**config.mk**
```make
export PLATFORM = sky130hd
export DESIGN_NAME = hazard_stall_ctrl
export DESIGN_NICKNAME = d
export VERILOG_FILES = /design/src/rtl/mips_pkg.sv /design/src/rtl/instr_class_dec.sv /design/src/rtl/hazard_stall_ctrl.sv
export SDC_FILE = /design/constraint.sdc
export NUM_CORES = 1
export LEC_CHECK = 0
export BUFFER_PORTS_ARGS = -buffer_cell sky130_fd_sc_hd__buf_2
export CAP_MARGIN = 20
export CORE_MARGIN = 2
export CORE_UTILIZATION = 40
export CTS_CLUSTER_SIZE = 40
export DETAILED_ROUTE_END_ITERATION = 6
export PLACE_DENSITY = 0.7
export SYNTH_ARGS = -nofsm -noshare
export SYNTH_HDL_FRONTEND = slang
export SYNTH_SLANG_ARGS = --single-unit
```
**constraint.sdc**
```tcl
create_clock -name clk -period 7.1 [get_ports clk]
set_input_delay 0.71 -clock clk [delete_from_list [all_inputs] [get_ports clk]]
set_output_delay 0.71 -clock clk [all_outputs]
set_load 0.02 [all_outputs]
```
**src/rtl/mips_pkg.sv**
```systemverilog
// Shared MIPS encodings and helpers for the pipeline control slice.
package mips_pkg;

  localparam logic [5:0] OP_RTYPE = 6'h00;
  localparam logic [5:0] OP_ORI   = 6'h0d;
  localparam logic [5:0] OP_LUI   = 6'h0f;
  localparam logic [5:0] OP_LW    = 6'h23;
  localparam logic [5:0] OP_SW    = 6'h2b;
  localparam logic [5:0] OP_BEQ   = 6'h04;
  localparam logic [5:0] OP_J     = 6'h02;
  localparam logic [5:0] OP_JAL   = 6'h03;

  localparam logic [5:0] FN_ADDU  = 6'h21;
  localparam logic [5:0] FN_SUBU  = 6'h23;
  localparam logic [5:0] FN_JR    = 6'h08;
  localparam logic [5:0] FN_MULT  = 6'h18;
  localparam logic [5:0] FN_MULTU = 6'h19;
  localparam logic [5:0] FN_DIV   = 6'h1a;
  localparam logic [5:0] FN_DIVU  = 6'h1b;
  localparam logic [5:0] FN_MFHI  = 6'h10;
  localparam logic [5:0] FN_MTHI  = 6'h11;
  localparam logic [5:0] FN_MFLO  = 6'h12;
  localparam logic [5:0] FN_MTLO  = 6'h13;

  localparam logic [4:0] REG_ZERO = 5'd0;
  localparam logic [4:0] REG_RA   = 5'd31;

  // Values the D/E register loads when this block inserts a bubble.
  localparam logic [31:0] NOP_INSTR = 32'h0000_0000;
  localparam logic [31:0] NOP_PC4   = 32'h0000_3004;
  localparam logic [31:0] NOP_PC8   = 32'h0000_3008;

  localparam logic [1:0] T_NONE = 2'd3;

  typedef enum logic [4:0] {
    I_NOP, I_ADDU, I_SUBU, I_ORI, I_LUI, I_LW, I_SW, I_BEQ, I_J, I_JAL, I_JR,
    I_MULT, I_MULTU, I_DIV, I_DIVU, I_MFHI, I_MFLO, I_MTHI, I_MTLO
  } instr_e;

  function automatic instr_e classify(input logic [31:0] ir);
    instr_e cls;
    cls = I_NOP;
    case (ir[31:26])
      OP_RTYPE: begin
        case (ir[5:0])
          FN_ADDU:  cls = I_ADDU;
          FN_SUBU:  cls = I_SUBU;
          FN_JR:    cls = I_JR;
          FN_MULT:  cls = I_MULT;
          FN_MULTU: cls = I_MULTU;
          FN_DIV:   cls = I_DIV;
          FN_DIVU:  cls = I_DIVU;
          FN_MFHI:  cls = I_MFHI;
          FN_MFLO:  cls = I_MFLO;
          FN_MTHI:  cls = I_MTHI;
          FN_MTLO:  cls = I_MTLO;
          default:  cls = I_NOP;
        endcase
      end
      OP_ORI:  cls = I_ORI;
      OP_LUI:  cls = I_LUI;
      OP_LW:   cls = I_LW;
      OP_SW:   cls = I_SW;
      OP_BEQ:  cls = I_BEQ;
      OP_J:    cls = I_J;
      OP_JAL:  cls = I_JAL;
      default: cls = I_NOP;
    endcase
    return cls;
  endfunction

endpackage

```
**src/rtl/instr_class_dec.sv**
```systemverilog
// Per-stage instruction classifier: register fields, destination, Tuse/Tnew and mult/div flags.
module instr_class_dec
  import mips_pkg::*;
(
  input  logic [31:0] i_ir,
  output logic [4:0]  o_rs,
  output logic [4:0]  o_rt,
  output logic [4:0]  o_dst,
  output logic [1:0]  o_tuse_rs,
  output logic [1:0]  o_tuse_rt,
  output logic [1:0]  o_tnew_e,
  output logic        o_is_md_start,
  output logic        o_is_md_any
);

  instr_e     w_cls;
  logic [4:0] w_rd;
  logic       w_unused_shamt;

  assign w_cls          = classify(i_ir);
  assign o_rs           = i_ir[25:21];
  assign o_rt           = i_ir[20:16];
  assign w_rd           = i_ir[15:11];
  assign w_unused_shamt = ^i_ir[10:6];

  // A destination of $0 doubles as "no destination"; it can never stall.
  always_comb begin
    o_dst         = REG_ZERO;
    o_tuse_rs     = T_NONE;
    o_tuse_rt     = T_NONE;
    o_tnew_e      = 2'd0;
    o_is_md_start = 1'b0;
    o_is_md_any   = 1'b0;
    case (w_cls)
      I_ADDU, I_SUBU: begin
        o_dst = w_rd; o_tuse_rs = 2'd1; o_tuse_rt = 2'd1; o_tnew_e = 2'd1;
      end
      I_ORI: begin
        o_dst = o_rt; o_tuse_rs = 2'd1; o_tnew_e = 2'd1;
      end
      I_LUI: begin
        o_dst = o_rt; o_tnew_e = 2'd1;
      end
      I_LW: begin
        o_dst = o_rt; o_tuse_rs = 2'd1; o_tnew_e = 2'd2;
      end
      I_SW: begin
        o_tuse_rs = 2'd1; o_tuse_rt = 2'd2;
      end
      I_BEQ: begin
        o_tuse_rs = 2'd0; o_tuse_rt = 2'd0;
      end
      I_JAL: o_dst = REG_RA;
      I_JR:  o_tuse_rs = 2'd0;
      I_MULT, I_MULTU, I_DIV, I_DIVU: begin
        o_tuse_rs = 2'd1; o_tuse_rt = 2'd1; o_is_md_start = 1'b1; o_is_md_any = 1'b1;
      end
      I_MFHI, I_MFLO: begin
        o_dst = w_rd; o_tnew_e = 2'd1; o_is_md_any = 1'b1;
      end
      I_MTHI, I_MTLO: begin
        o_tuse_rs = 2'd1; o_is_md_any = 1'b1;
      end
      default: ;
    endcase
  end

endmodule

```
**src/rtl/hazard_stall_ctrl.sv**
```systemverilog
// Pipeline stall controller: Tuse/Tnew RAW checks plus mult/div busy tracking.
// Optional HAZARD_STALL_CNT_EN adds a free-running stall cycle counter output.
module hazard_stall_ctrl
  import mips_pkg::*;
#(
  parameter int unsigned MULT_CYCLES = 5,
  parameter int unsigned DIV_CYCLES  = 10,
  parameter int unsigned CNT_W       = 4
) (
  input  logic        clk,
  input  logic        reset,
  input  logic [31:0] ir_d,
  input  logic [31:0] ir_e,
  input  logic [31:0] ir_m,
  output logic        pc_en,
  output logic        fd_en,
  output logic        de_flush,
  output logic        md_busy,
  output logic        stall
`ifdef HAZARD_STALL_CNT_EN
  ,
  output logic [31:0] stall_cnt
`endif
);

  localparam logic [CNT_W-1:0] MULT_LOAD = CNT_W'(MULT_CYCLES);
  localparam logic [CNT_W-1:0] DIV_LOAD  = CNT_W'(DIV_CYCLES);

  logic [4:0] w_d_rs, w_d_rt, w_d_dst, w_e_rs, w_e_rt, w_e_dst, w_m_rs, w_m_rt, w_m_dst;
  logic [1:0] w_d_tuse_rs, w_d_tuse_rt, w_d_tnew;
  logic [1:0] w_e_tuse_rs, w_e_tuse_rt, w_e_tnew;
  logic [1:0] w_m_tuse_rs, w_m_tuse_rt, w_m_tnew, w_m_tnew_m;
  logic       w_d_md_start, w_d_md_any, w_e_md_start, w_e_md_any, w_m_md_start, w_m_md_any;
  logic       w_raw_rs, w_raw_rt, w_md_stall, w_stall, w_e_is_div, w_unused_dec;
  logic [CNT_W-1:0] r_busy_cnt;

  instr_class_dec u_dec_d (
    .i_ir(ir_d), .o_rs(w_d_rs), .o_rt(w_d_rt), .o_dst(w_d_dst),
    .o_tuse_rs(w_d_tuse_rs), .o_tuse_rt(w_d_tuse_rt), .o_tnew_e(w_d_tnew),
    .o_is_md_start(w_d_md_start), .o_is_md_any(w_d_md_any)
  );

  instr_class_dec u_dec_e (
    .i_ir(ir_e), .o_rs(w_e_rs), .o_rt(w_e_rt), .o_dst(w_e_dst),
    .o_tuse_rs(w_e_tuse_rs), .o_tuse_rt(w_e_tuse_rt), .o_tnew_e(w_e_tnew),
    .o_is_md_start(w_e_md_start), .o_is_md_any(w_e_md_any)
  );

  instr_class_dec u_dec_m (
    .i_ir(ir_m), .o_rs(w_m_rs), .o_rt(w_m_rt), .o_dst(w_m_dst),
    .o_tuse_rs(w_m_tuse_rs), .o_tuse_rt(w_m_tuse_rt), .o_tnew_e(w_m_tnew),
    .o_is_md_start(w_m_md_start), .o_is_md_any(w_m_md_any)
  );

  assign w_unused_dec = ^{w_d_dst, w_d_tnew, w_d_md_start, w_e_rs, w_e_rt, w_e_tuse_rs,
                          w_e_tuse_rt, w_e_md_any, w_m_rs, w_m_rt, w_m_tuse_rs,
                          w_m_tuse_rt, w_m_md_start, w_m_md_any};

  // One stage later the producer is a cycle closer to its result.
  assign w_m_tnew_m = (w_m_tnew == 2'd0) ? 2'd0 : w_m_tnew - 2'd1;

  assign w_raw_rs = (w_d_rs != REG_ZERO) &&
                    (((w_d_rs == w_e_dst) && (w_d_tuse_rs < w_e_tnew)) ||
                     ((w_d_rs == w_m_dst) && (w_d_tuse_rs < w_m_tnew_m)));
  assign w_raw_rt = (w_d_rt != REG_ZERO) &&
                    (((w_d_rt == w_e_dst) && (w_d_tuse_rt < w_e_tnew)) ||
                     ((w_d_rt == w_m_dst) && (w_d_tuse_rt < w_m_tnew_m)));

  assign w_md_stall = w_d_md_any && (md_busy || w_e_md_start);
  assign w_stall    = w_raw_rs || w_raw_rt || w_md_stall;
  assign w_e_is_div = classify(ir_e) inside {I_DIV, I_DIVU};

  assign stall    = w_stall;
  assign pc_en    = ~w_stall;
  assign fd_en    = ~w_stall;
  assign de_flush = w_stall;
  assign md_busy  = (r_busy_cnt != '0);

  always_ff @(posedge clk) begin
    if (reset) begin
      r_busy_cnt <= '0;
    end else if (w_e_md_start) begin
      r_busy_cnt <= w_e_is_div ? DIV_LOAD : MULT_LOAD;
    end else if (r_busy_cnt != '0) begin
      r_busy_cnt <= r_busy_cnt - 1'b1;
    end
  end

`ifdef HAZARD_STALL_CNT_EN
  logic [31:0] r_stall_cnt;

  always_ff @(posedge clk) begin
    if (reset) begin
      r_stall_cnt <= '0;
    end else if (w_stall) begin
      r_stall_cnt <= r_stall_cnt + 32'd1;
    end
  end

  assign stall_cnt = r_stall_cnt;
`endif

endmodule

```
==> results of run 1 <==
[stage by stage]
step,total power [mW],std cells,instance area [sq um],worst slack (ps)
after floorplan,0.164,329,2220,2600
after global placement,0.213,459,2580,2260
after detailed placement,0.218,459,2580,2220
after CTS,0.268,462,2630,2220
after global routing,0.295,462,2630,1890
final,0.268,462,2630,2150
[placed cells by master (no fill, tap or decap), drive strengths merged, types with 4 or more instances in the layout]
cell / Yosys / final
buf: 11 / 72
nand2: 32 / 32
nor2: 25 / 25
a21oi: 21 / 21
nand2b: 18 / 18
nor3: 16 / 16
inv: 14 / 14
xnor2: 13 / 13
a31oi: 12 / 12
o21ai: 11 / 11
mux2i: 8 / 8
nor4: 8 / 8
a21o: 7 / 7
nand3b: 7 / 7
nor2b: 6 / 6
or4: 6 / 6
ha: 6 / 6
o22ai: 5 / 5
nor3b: 5 / 5
nand4: 5 / 5
a211o: 5 / 5
o211ai: 5 / 5
a221oi: 5 / 5
a211oi: 4 / 4
or2: 4 / 4
o21bai: 4 / 4
xor2: 4 / 4
dfxtp: 4 / 4
nor4b: 4 / 4
o311ai: 4 / 4
and2: 4 / 4
[cell type report]
| type | count | area (sq um) |
|---|---|---|
| clock buffers | 3 | 41.3 |
| fillers | 550 | 2810 |
| inverters | 14 | 52.6 |
| multi-input cells | 297 | 2000 |
| flip-flops and latches | 4 | 80.1 |
| well taps | 72 | 90.1 |
| repair buffers | 72 | 360 |
[routing by layer]
metal  track usage  vias to the layer above
met5             0                        -
met4        0.0386                        0
met3        0.0161                        8
met2         0.322                       60
met1         0.248                     1160
li1              -                     1382
[power by group through the flow]
stage               Clock (mW)  Sequential [mW]  Combinational [mW]
floorplan                    0           0.0369               0.127
global placement             0           0.0379               0.175
detailed placement           0           0.0382               0.180
CTS                     0.0492           0.0381               0.181
global route            0.0515           0.0390               0.205
finish                  0.0486           0.0382               0.181
[cells by family after synthesis]
kind of cell / synth area share
AOI/OAI and AO/OA: 0.339
buffers and inverters: 0.0643
muxes: 0.0530
adders and majority gates: 0.0338
DFF: 0.0361
other: 0.00169
and+or+nand+nor: 0.405
xor gates and xnor gates: 0.0671
[worst min-delay path: cells and delay by family (launching register included)]
| kind | cells | cell delay (ps) |
|---|---|---|
| simple gates | 1 | 60 |
| xor+xnor | 1 | 80 |
| compound gates | 1 | 60 |
| flops | 1 | 360 |
[path summary, 6_finish.rpt]
check	startpoint	end	slack, ps	cells past startpoint
max	ir_d[29]	fd_en	2150	17
min	r_busy_cnt[2]	r_busy_cnt[2]	610	3
max reg2reg	r_busy_cnt[0]	r_busy_cnt[1]	5820	7
min reg2reg	r_busy_cnt[2]	r_busy_cnt[2]	610	3
==> metrics.yaml, run 1 <==
worst_setup_path:
  cpPeakStageDelay_ps: 390
  slowest_stage: "nor3_1"
  crit_chain: "buf_2 > nor3_1 > o311ai_0 > or2_2 > and2_1 > o21ai_0 > o31ai_1 > nor3_1 > ha_1 > a211oi_1 > nand2_1 > a311o_1 > a211oi_1 > a31o_1 > a41oi_1 > and3b_1 > buf_2"
  critPathBufInv: 2
  critPathLaunchType: "input port"
  cp_max_fo: 7
  endpoint_kind: "output port"
  path_class: "in -> out"
  worstPathRequired_ps: 6390
  crit_family: "simple AND/OR/NAND/NOR gates"
  crit_arrival_ps: 4240
synthesis:
  synth_most_common_cell: "nand2_1"
  synthTopCellsByCount: "32 x nand2_1, 25 x nor2_1, 21 x a21oi_1, 18 x nand2b_1, 15 x nor3_1"
  netlist_area_sq_um: 2220
  synth_seq_cells: 4
  synth-edff-count: 0
  ys_warn_count: 0
  synth_ff_type: "dfxtp_1"
  synth_cell_types: 66
  synth_area_leaders: "nand2_1 5.4%, xnor2_1 5.1%, nand2b_1 5.1%"
  synth_top_area_frac: 0.0541
  yosysTopAreaCell: "nand2_1"
  synth_cells: 328
  syn_avg_cell_area_sq_um: 6.77
  synth-async-reset-ratio: 0
  ys_seq_area_frac: 0.0361
pwr:
  p_comb_frac: 0.676
  powerDensity_nw_per_um2: 102
  leakage_nw: 1.05
  p_int_mw: 0.149
  power_switching_mw: 0.119
  ir_worst_vdd_v: 0.000117
  clock_power_share: 0.181
  sw_frac_of_total: 0.445
  seqPwrFrac: 0.143
sta:
  tightest_slew_ps: 652
  fin_tns_setup_ps: 0
  rsz0062_at_grt: "false"
  final-hold-violation-count: 0
  period_minus_slack_ps: 4950
  setup_viol: 0
  max-slew-margin-rel: 0.562
  max_freq_mhz: 202
  report.final.slew_viol_count: 0
  min_period_over_period: 0.697
  whs_ps: 605
  clock-skew-final_ps: 4.35
drt:
  firstDrtPassIters: 6
  wl_met2_um: 2680
  vias: 2610
  antenna_left: 0
  initialDrtViolationCount: 103
  detail_route.wl_per_cell_um: 12.7
  vias_per_cell: 5.65
  met1_length_um: 2890
  dr.max_layer_used: "met4"
  wl_met3_um: 255
  drc: 0
  wl_um: 5890
cells_and_area:
  post-route-util: 0.483
  num-nets-final: 496
  post_route_cells_drive_above_1_share: 0.233
  syn2layout_area_growth_pct: 18.3
  regMostFlops: "r_busy_cnt"
  n_antenna_cell: 0
  largest_reg_flops: 4
  reg_top3: "r_busy_cnt x4"
run:
  drv_cap: 0
floorplan:
  ioPinCount: 103
  start_util: 0.408
  fp.dieH_um: 78.5
  die_area_sq_um: 6160
  die_width_um: 78.5
  core-area_sq_um: 5440
  rows: 27
placed_design:
  dpl.hpwl_um: 4840
  io_buffers: 72
  gp_congestion: 0.881
clock_tree:
  insertion_delay_ps: 220
  postCtsHoldBufs: 0
  post_cts_resized: 0
  path_clk_slew_ps: 30
  cts_tree: "yes"
  cts_root_buf: "clkbuf_8"
  h-tree-depth: 1
  post_cts_buffers: 0
  cts.path.max_buffers: 2
  cts_made_buffers: 3
  clock_sinks: 4
global_route:
  grt_pass1_vias: 2361
  antenna_found_initial: 0
  grt_overflow_total: 0
  grt_use_total: 0.185
  grt_max_degree: 11
  grt_pass1_wl_um: 9870
min_path:
  holdCritPathClass: "reg -> reg"
outcome:
  status: "completed"
No activity file was read; power rests on OpenSTA's default activity.
==> run 2: changes to the inputs <==
==> constraint.sdc (replaced) <==
create_clock -name clk -period 4.6 [get_ports clk]
set_input_delay 0.46 -clock clk [delete_from_list [all_inputs] [get_ports clk]]
set_output_delay 0.46 -clock clk [all_outputs]
set_load 0.02 [all_outputs]
==> run 2 against run 1 <==
Effect of this change: die area stayed put; design area rose by 0.48%; non-clock buffer count up 1; worst setup slack worse by 1800 ps; sequential power up 53%; first-iteration DRC count is 12% lower; largest cell class unchanged; largest power group unchanged.
==> metrics.yaml, run 2 (same netlist as run 1, synthesis figures left out) <==
placed_design:
  dpl.hpwl_um: 4910  # was 4840 um
  place_area_sq_um: 2590  # was 2580 sq um
  gp_congestion: 0.875  # was 0.881
  io_buffers: 72  # unchanged
min_path:
  holdCritPathClass: "in -> reg"  # was reg -> reg
floorplan:
  core-area_sq_um: 5440  # unchanged
  rows: 27  # unchanged
  die_area_sq_um: 6160  # unchanged
  ioPinCount: 103  # unchanged
  start_util: 0.408  # unchanged
  die_width_um: 78.5  # unchanged
  fp.dieH_um: 78.5  # unchanged
global_route:
  antenna_found_initial: 0  # unchanged
  grt_pass1_vias: 2397  # was 2,361
  grt_use_total: 0.193  # was 0.185
  grt_pass1_wl_um: 10200  # was 9870 um
  grt_overflow_total: 0  # unchanged
  grt_max_degree: 11  # unchanged
worst_setup_path:
  path_class: "in -> out"  # unchanged
  cp_max_fo: 10  # was 7
  critPathBufInv: 2  # unchanged
  crit_family: "compound AO/OA/AOI/OAI gates"  # was simple AND/OR/NAND/NOR gates
  critPathLaunchType: "input port"  # unchanged
  r2r_setup_slack_ps: 3350  # was 5820 ps
  endpoint_kind: "output port"  # unchanged
  cpPeakStageDelay_ps: 350  # was 390 ps
  crit_chain: "buf_2 > nor4_1 > o311ai_0 > or2_2 > and2_1 > o31ai_1 > nor3_2 > ha_1 > a211oi_1 > nand2_1 > a311o_1 > a211oi_1 > a31o_1 > a41oi_1 > and3b_1 > buf_2"  # was buf_2 > nor3_1 > o311ai_0 > or2_2 > and2_1 > o21ai_0 > o31ai_1 > nor3_1 > ha_1 > a211oi_1 > nand2_1 > a311o_1 > a211oi_1 > a31o_1 > a41oi_1 > and3b_1 > buf_2
  crit_arrival_ps: 3820  # was 4240 ps
  worstPathRequired_ps: 4140  # was 6390 ps
  slowest_stage: "or2_2"  # was nor3_1
drt:
  vias_per_cell: 5.74  # was 5.65
  antenna_left: 0  # unchanged
  firstDrtPassIters: 5  # was 6
  initialDrtViolationCount: 91  # was 103
  drc: 0  # unchanged
  wl_um: 5950  # was 5890 um
  vias: 2659  # was 2,610
  detail_route.wl_per_cell_um: 12.8  # was 12.7 um
clock_tree:
  cts_made_buffers: 3  # unchanged
  cts.path.max_buffers: 2  # unchanged
  h-tree-depth: 1  # unchanged
  clock_sinks: 4  # unchanged
  cts_tree: "yes"  # unchanged
  cts_root_buf: "clkbuf_8"  # unchanged
  insertion_delay_ps: 220  # about the same
  path_clk_slew_ps: 30  # about the same
cells_and_area:
  post_route_cells_drive_above_1_share: 0.238  # was 0.233
  reg_top3: "r_busy_cnt x4"  # unchanged
  final_cell_mix: "72 x buf_2, 32 x nand2_1, 25 x nor2_1"  # unchanged
  num-nets-final: 497  # was 496
  largest_reg_flops: 4  # unchanged
  nFillCells: 585  # was 550
  n_antenna_cell: 0  # unchanged
  final_common_cell: "buf_2"  # unchanged
  final_cell_area_sq_um: 2640  # was 2630 sq um
  syn2layout_area_growth_pct: 18.8  # was 18.3%
  regMostFlops: "r_busy_cnt"  # unchanged
sta:
  final-hold-violation-count: 0  # unchanged
  setup_viol: 0  # unchanged
  rsz0062_at_grt: "false"  # unchanged
  max_freq_mhz: 234
  report.final.slew_viol_count: 0  # unchanged
  tightest_slew_ps: 688  # was 652 ps
  clock-skew-final_ps: 1.67  # was 4.35 ps
  fin_tns_setup_ps: 0  # unchanged
  period_minus_slack_ps: 4280
  max-slew-margin-rel: 0.538  # was 0.562
  whs_ps: 433  # was 605 ps
  min_period_over_period: 0.931
pwr:
  leakage_nw: 1.06  # was 1.05 nW
  powerDensity_nw_per_um2: 156  # was 102 nW/um^2
  ir_worst_vdd_v: 0.000177  # was 0.000117 V
  power_mw: 0.413  # was 0.268 mW
run:
  drv_cap: 0  # unchanged
outcome:
  status: "completed"  # unchanged
## run 2: layer usage
metal  routed length (um)  track usage  vias to the layer above
li1                     -            -                     1385
met1                 2850        0.252                     1214
met2                 2770        0.339                       54
met3                  248       0.0195                        6
met4                   72       0.0491                        0
met5                    0            0                        -
## run 2: what timing repair did
item / 4_1_cts / 5_1_grt
setup endpoints to repair: 0 / 2
buffers inserted: 0 / 0
hold buffers: 0 / 0
gates resized for setup: 0 / 1
## run 2: metrics by stage
stage	worst slack, ps	cells	utilization
finish	320	463	0.485
global route	59.3	463	0.485
CTS	274	463	0.484
detailed placement	284	460	0.476
global placement	285	460	0.476
floorplan	597	329	-
## run 2: path summary, 6_finish.rpt
kind	cells after the start	from	end
setup / recovery	16	ir_d[27]	pc_en
hold / removal	2	reset	r_busy_cnt[3]
setup reg to reg	7	r_busy_cnt[0]	r_busy_cnt[1]
hold reg to reg	2	r_busy_cnt[1]	r_busy_cnt[1]
## run 2: cell type report
cell class | count | area [sq um] | area share
Multi-Input combinational cell | 297 | 2010 | 0.760
Timing Repair Buffer | 73 | 368 | 0.139
Tap cell | 72 | 90.1 | 0.0342
Sequential cell | 4 | 80.1 | 0.0304
Inverter | 14 | 52.6 | 0.0199
Clock buffer | 3 | 41.3 | 0.0157
## run 2: power by group
| part | leakage, nW | internal, mW | switching, mW |
|---|---|---|---|
| sequential | 0.0332 | 0.0497 | 0.00892 |
| clock | 0.0216 | 0.0558 | 0.0190 |
| combinational | 1.00 | 0.125 | 0.154 |
